[src/rtl/pair_lane_rx.sv]
// Two-lane serial frame receiver: frames on SOF, assembles DATA_BEATS lane pairs
// into a word, checks parity/stop, and hands good words to a one-entry output register.
module pair_lane_rx #(
  parameter int DATA_BEATS = 4,
  parameter bit PARITY_EN  = 1'b1
) (
  input  logic                    clk,
  input  logic                    rst,
  input  logic                    in_valid,
  input  logic                    in_sof,
  input  logic [1:0]              in_bits,
  output logic                    out_valid,
  output logic [2*DATA_BEATS-1:0] out_data,
  input  logic                    out_ready,
  output logic                    frame_err,
  output logic                    overflow
);

  localparam int W  = 2 * DATA_BEATS;
  localparam int CW = (DATA_BEATS > 1) ? $clog2(DATA_BEATS) : 1;
  localparam logic [CW-1:0] LAST_BEAT = CW'(DATA_BEATS - 1);

  typedef enum logic [1:0] {
    S_IDLE  = 2'd0,
    S_DATA  = 2'd1,
    S_CHECK = 2'd2
  } state_e;

  state_e          state_q, state_d;
  logic [CW-1:0]   cnt_q, cnt_d;
  logic [W-1:0]    asm_q, asm_d;
  logic            out_valid_q, out_valid_d;
  logic [W-1:0]    out_data_q, out_data_d;
  logic            frame_err_q, frame_err_d;
  logic            overflow_q, overflow_d;
  logic            word_good;
  logic            drain;

  // Frame FSM: only qualified beats advance; SOF always wins and restarts the frame.
  always_comb begin
    state_d     = state_q;
    cnt_d       = cnt_q;
    asm_d       = asm_q;
    frame_err_d = 1'b0;
    word_good   = 1'b0;
    if (in_valid) begin
      if (in_sof) begin
        frame_err_d = (state_q != S_IDLE);
        state_d     = S_DATA;
        cnt_d       = '0;
        asm_d       = '0;
      end else begin
        case (state_q)
          S_DATA: begin
            // Pairs enter at the top and shift down, so beat 0 ends up in bits [1:0].
            asm_d = (asm_q >> 2) | (W'(in_bits) << (W - 2));
            cnt_d = cnt_q + CW'(1);
            if (cnt_q == LAST_BEAT) begin
              state_d = S_CHECK;
              cnt_d   = '0;
            end
          end
          S_CHECK: begin
            state_d = S_IDLE;
            if (in_bits[1] && (!PARITY_EN || ((^asm_q) == in_bits[0]))) begin
              word_good = 1'b1;
            end else begin
              frame_err_d = 1'b1;
            end
          end
          default: begin
          end
        endcase
      end
    end
  end

  always_comb begin
    drain       = out_valid_q & out_ready;
    out_valid_d = out_valid_q & ~drain;
    out_data_d  = out_data_q;
    overflow_d  = overflow_q;
    if (word_good) begin
      if (!out_valid_q || drain) begin
        out_valid_d = 1'b1;
        out_data_d  = asm_q;
      end else begin
        overflow_d = 1'b1;
      end
    end
  end

  always_ff @(posedge clk or posedge rst) begin
    if (rst) begin
      state_q     <= S_IDLE;
      cnt_q       <= '0;
      asm_q       <= '0;
      out_valid_q <= 1'b0;
      out_data_q  <= '0;
      frame_err_q <= 1'b0;
      overflow_q  <= 1'b0;
    end else begin
      state_q     <= state_d;
      cnt_q       <= cnt_d;
      asm_q       <= asm_d;
      out_valid_q <= out_valid_d;
      out_data_q  <= out_data_d;
      frame_err_q <= frame_err_d;
      overflow_q  <= overflow_d;
    end
  end

  assign out_valid = out_valid_q;
  assign out_data  = out_data_q;
  assign frame_err = frame_err_q;
  assign overflow  = overflow_q;

endmodule

[config.mk]
export PLATFORM = sky130hd
export DESIGN_NAME = pair_lane_rx
export DESIGN_NICKNAME = d
export VERILOG_FILES = /design/src/rtl/pair_lane_rx.sv
export SDC_FILE = /design/constraint.sdc
export NUM_CORES = 1
export LEC_CHECK = 0
export CORE_MARGIN = 3
export CORE_UTILIZATION = 35
export DETAILED_ROUTE_END_ITERATION = 6
export HOLD_SLACK_MARGIN = 0.03
export PLACE_DENSITY_LB_ADDON = 0.08
export REMOVE_ABC_BUFFERS = 1
export SETUP_SLACK_MARGIN = 0.05
export SLEW_MARGIN = 20
export SYNTH_ARGS = -nofsm -noshare
export SYNTH_HDL_FRONTEND = slang
export SYNTH_SLANG_ARGS = --single-unit
[constraint.sdc]
create_clock -name clk -period 1.8 [get_ports clk]
set_input_delay 0.45 -clock clk [delete_from_list [all_inputs] [get_ports clk]]
set_output_delay 0.45 -clock clk [all_outputs]
set_load 0.05 [all_outputs]
### Word level (Yosys, flattened, before mapping)

Cells that the tools add are included.

* equality and inequality tests: 5
* muxes and demuxes: 18
* reductions and logical operators: 11
* $add $sub $neg: 1
* bitwise logic cells: 5

Operators by type and width (number)
* $mux W8: 2
* $mux W1: 10
* $mux W2: 5
* $or A6 B8 Y8: 1
* $reduce_xor A8 Y1: 1
* $reduce_and A2 Y1: 3
* $eq A2 B2 Y1 const B: 2
* $pmux W2 S2: 1
* $reduce_bool A2 Y1: 2
* $ne A3 B3 Y1 const B: 1
* $reduce_and A3 Y1: 1
* $reduce_bool A3 Y1: 1
* $add A2 B1 Y2 const B: 1
* $and A1 B1 Y1: 2
* $eq A2 B1 Y1 const B: 1
* $not A1 Y1: 2
* $eq A1 B1 Y1: 1
* $logic_and A1 B1 Y1: 1
* $logic_not A1 Y1: 1
* $logic_or A1 B1 Y1: 1

* register bits: 23
* input bits: 7

### Depth between registers and ports, before layout

* word-level depth: 8
* mapped depth: 5
* depth with buffers taken out: 4

### Least setup slack after synthesis

Ideal clock, no wire load.

* path type: register -> register
* from: register asm_q[5]
* to: register out_data_q[0] (netlist: out_data[0])
* arrival time: 1.676 ns
* required time: 1.675 ns
* setup slack: -0.001 ns
* cell stages (with the launch flop): 5
* library setup time: 0.125 ns
* clock period less this slack: 1.801 ns
* cells stage by stage: dfrtp_1 xor2_1 xnor3_2 mux2i_4 mux2_2

* cells in the longest elaborated chain, start to end: 8

Ends and longest elaborated chain
* from (decl): line 31 `logic [W-1:0] asm_q, asm_d;`
* from (signal assigned): line 105 `asm_q <= asm_d;`
* $reduce_xor A8 Y1: line 65 `if (in_bits[1] && (!PARITY_EN || ((^asm_q) == in_bits[0]))) begin`
* $eq A1 B1 Y1: line 65
* $logic_and A1 B1 Y1: line 65
* $mux W1: line 65
* $mux W1: line 53 `case (state_q)`
* $mux W1: line 47 `if (in_sof) begin`
* $mux W1: line 46 `if (in_valid) begin`
* $reduce_and A2 Y1 (no source line)
* to (signal assigned): line 107 `out_data_q <= out_data_d;`
* to (decl): line 33 `logic [W-1:0] out_data_q, out_data_d;`

No other way between the ends.
A chain may end at the register's enable or synchronous reset.

### Worst setup path in the final report

* from: input out_ready
* to: register out_data_q[7] (netlist: out_data[7])

* cells in the longest elaborated chain, start to end: 3

Ends and longest elaborated chain
* from (decl): line 14 `input logic out_ready,`
* $and A1 B1 Y1: line 79 `drain = out_valid_q & out_ready;`
* $logic_or A1 B1 Y1: line 84 `if (!out_valid_q || drain) begin`
* $reduce_and A2 Y1 (no source line)

No other way between the ends.

==> qor.txt <==
Worst slew pin tran - 508 ps
Clock sink count - 23
Top_reg_cell synth - dfrtp_1
Placed instance area - 1340 µm²
Crit path arrival time - 2040 ps
Netlist Area Pre-Place - 1030 µm²
Maximum vdd ir drop - 660 µV
Cell Rows - 19
Detailed-placement wirelength estimate - 1540 µm
Inserted Clock Buffers - 3
Pre-CTS setup slack - -550 ps
H-tree levels - 1
Min Hold Slack - 468 ps
Share of layout cells above drive strength 1 - 0.470
Hold crit path type - primary input to async pin
Initial Util - 0.369
Critical Path Fanout Max - 5
Net Sw Power - 0.434 mW
Clk network pwr share - 0.166
Pint - 0.974 mW
Min Tclk post-route - 1840 ps
Via density - 4.97
Final setup viols - 8
Number of global-route vias before repair - 756
Synth Register Bits - 23
Avg WL per Cell - 14.7 µm
RSZ-0062 raised after global routing - yes
TritonCTS clock tree - done
Syn_area_per_cell - 13.9 µm²
Distinct cells, synth - 25
Area leader, netlist - dfrtp_1
FMAX - 544 MHz
Reg clk slew, reported paths - 120 ps
R2r setup slk - -30 ps
Crit path kind - primary input to register
YS warnings - 0
Worst slew margin - 0.661
EDFF count, synth - 0
Worst path required time - 2000 ps
Die Y - 60.2 µm
Top Ports - 18
Switch share - 0.308
Synth async-reset ratio - 1.00
Initial antenna violation count - 0
Total Nets Final - 124
CP startpoint kind - primary input
Later-pin clock latency in the skew report - 310 ps
PD cells - 960 nW/µm²
Sequential share of power - 0.444
Setup_tns - -207 ps
Post-Route WL - 2150 µm
CTS max path bufs - 2
Final slew viol count - 0
Root Driver - clkbuf_4
Most area-consuming cells after synthesis - dfrtp_1, mux2_2, a22o_1, xnor2_1, xnor3_2
Clk_skew - 5.73 ps
Core area - 2780 µm²
Synth top cells by count - dfrtp_1, a22o_1, mux2_2
Sequential-to-total area share from yosys stat - 0.560
Final critical-path share of the clock period - 1.02
Comb power frac - 0.390
Full die area - 3620 µm²
Failing checks - negative setup slack
Leak Pwr - 0.762 nW
Final Hold Fails - 0
Antenna Cells - 0
Fin worst setup slack - -38.2 ps
Final Cell Area - 1470 µm²
DRC viols - 0
Outcome - complete, but fails checks
Total global-route track usage - 0.139
Synth-to-Final Area Change - 42.8%
1st-iter DRT viols - 11
Die Wd - 60.2 µm
Detailed Routing Iterations Pass 1 - 4
Worst setup EP type - register
Vias - 726
Syn Inst Count - 74
GPL Wtd Cong - 0.708
Finished Layout Cells - 146
Max-cap viol count - 0
Most common cell in the netlist - dfrtp_1
Placed Instances - 139
Share of the synthesized area in the top cell type - 0.560
Port-buffer cells - 17
Post-DRT Antenna Nets - 0
Remaining Overflow, GRT - 0
Maximum number of pins on one net before global-route repair - 24
First-pass GRT wire length - 3580 µm
## power by group through the flow
stage               clock network (mW)  logic, mW  registers [mW]
floorplan                            0      0.277           0.657
global placement                     0      0.485           0.630
detailed placement                   0      0.494           0.632
CTS                              0.246      0.508           0.623
global route                     0.268      0.595           0.635
finish                           0.234      0.549           0.625
## layer usage
layer  routed length (µm)  up-vias  GRT usage
li1                     -      353          -
met3                   88        4     0.0410
met5                    0        -          0
met2                 1010       14      0.210
met4                   41        0     0.0665
met1                 1010      355      0.182
## what timing repair did
action / 4_1_cts / 5_1_grt
hold buffers: 0 / 0
pin swaps: 3 / 2
buffers inserted: 2 / 1
gates resized for setup: 11 / 6
endpoints found under the setup margin: 11 / 11
gates cloned: 0 / 0
## critical path, stage by stage
cell and delay [ps]:
clkdlybuf4s50_1 400, nor2b_1 420, nor4b_4 120, mux2i_4 190
buf_6 160, mux2_4 300
## kinds of logic (layout without fill, tap and decap cells)
family,after synthesis,count (layout),share of synthesized area
flip-flops,23,23,0.560
AO/OA/AOI/OAI,17,17,0.127
AND/OR/NAND/NOR,14,14,0.0901
adder cells (fa/ha/maj),1,1,0.0122
XOR/XNOR,6,6,0.0792
buffers and inverters,3,44,0.0110
multiplexers,10,10,0.121
## per-stage QoR
step	utilization	power, mW
4_1_cts	0.513	1.38
3_5_place_dp	0.482	1.13
6_report	0.527	1.41
3_3_place_gp	0.482	1.11
2_1_floorplan	-	0.934
5_1_grt	0.527	1.50
## cells in the final DEF (no fill, tap or decap)
| master | count |
|---|---|
| buf_6 | 2 |
| xor2_1 | 1 |
| nor4b_4 | 1 |
| mux2_2 | 1 |
| mux2i_4 | 1 |
| o21ai_1 | 1 |
| nand2b_1 | 1 |
| inv_1 | 2 |
| a21o_1 | 1 |
| clkdlybuf4s50_1 | 5 |
| a31oi_1 | 1 |
| clkbuf_1 | 1 |
| nand2_1 | 5 |
| a21oi_1 | 2 |
| nor2b_1 | 2 |
| clkbuf_4 | 3 |
| buf_4 | 30 |
| xnor3_2 | 2 |
| a22o_1 | 10 |
| mux2_4 | 8 |
| ha_1 | 1 |
| nor2_1 | 2 |
| a31o_2 | 1 |
| dlygate4sd2_1 | 1 |
| nand3b_1 | 1 |
| nor4_4 | 1 |
| o21ai_0 | 1 |
| dfrtp_1 | 23 |
| nor3b_2 | 1 |
| xnor2_2 | 3 |
## cell type report
cell class              count  area, µm²
fillers                   255       1320
flip-flops and latches     23        576
multi-input cells          48        512
repair buffers             38        307
well taps                  31       38.8
clock buffers               4       26.3
inverters                   2       7.51
## flip-flops by register name, summed over array words and instances (netlist names)
register and flops:
frame_err 1, overflow 1, out_data 8, cnt_q 2, state_q 2, out_valid 1, asm_q 8
## worst paths after layout
kind,startpoint,endpoint,depth (start not counted)
hold / removal,rst,asm_q[0],3
setup reg to reg,asm_q[6],out_data[7],5
min in group clk,overflow,overflow,1
max in group asynchronous,rst,asm_q[1],3
hold reg to reg,overflow,overflow,1
setup / recovery,out_ready,out_data[7],6
(Power assumes the default switching activity.)
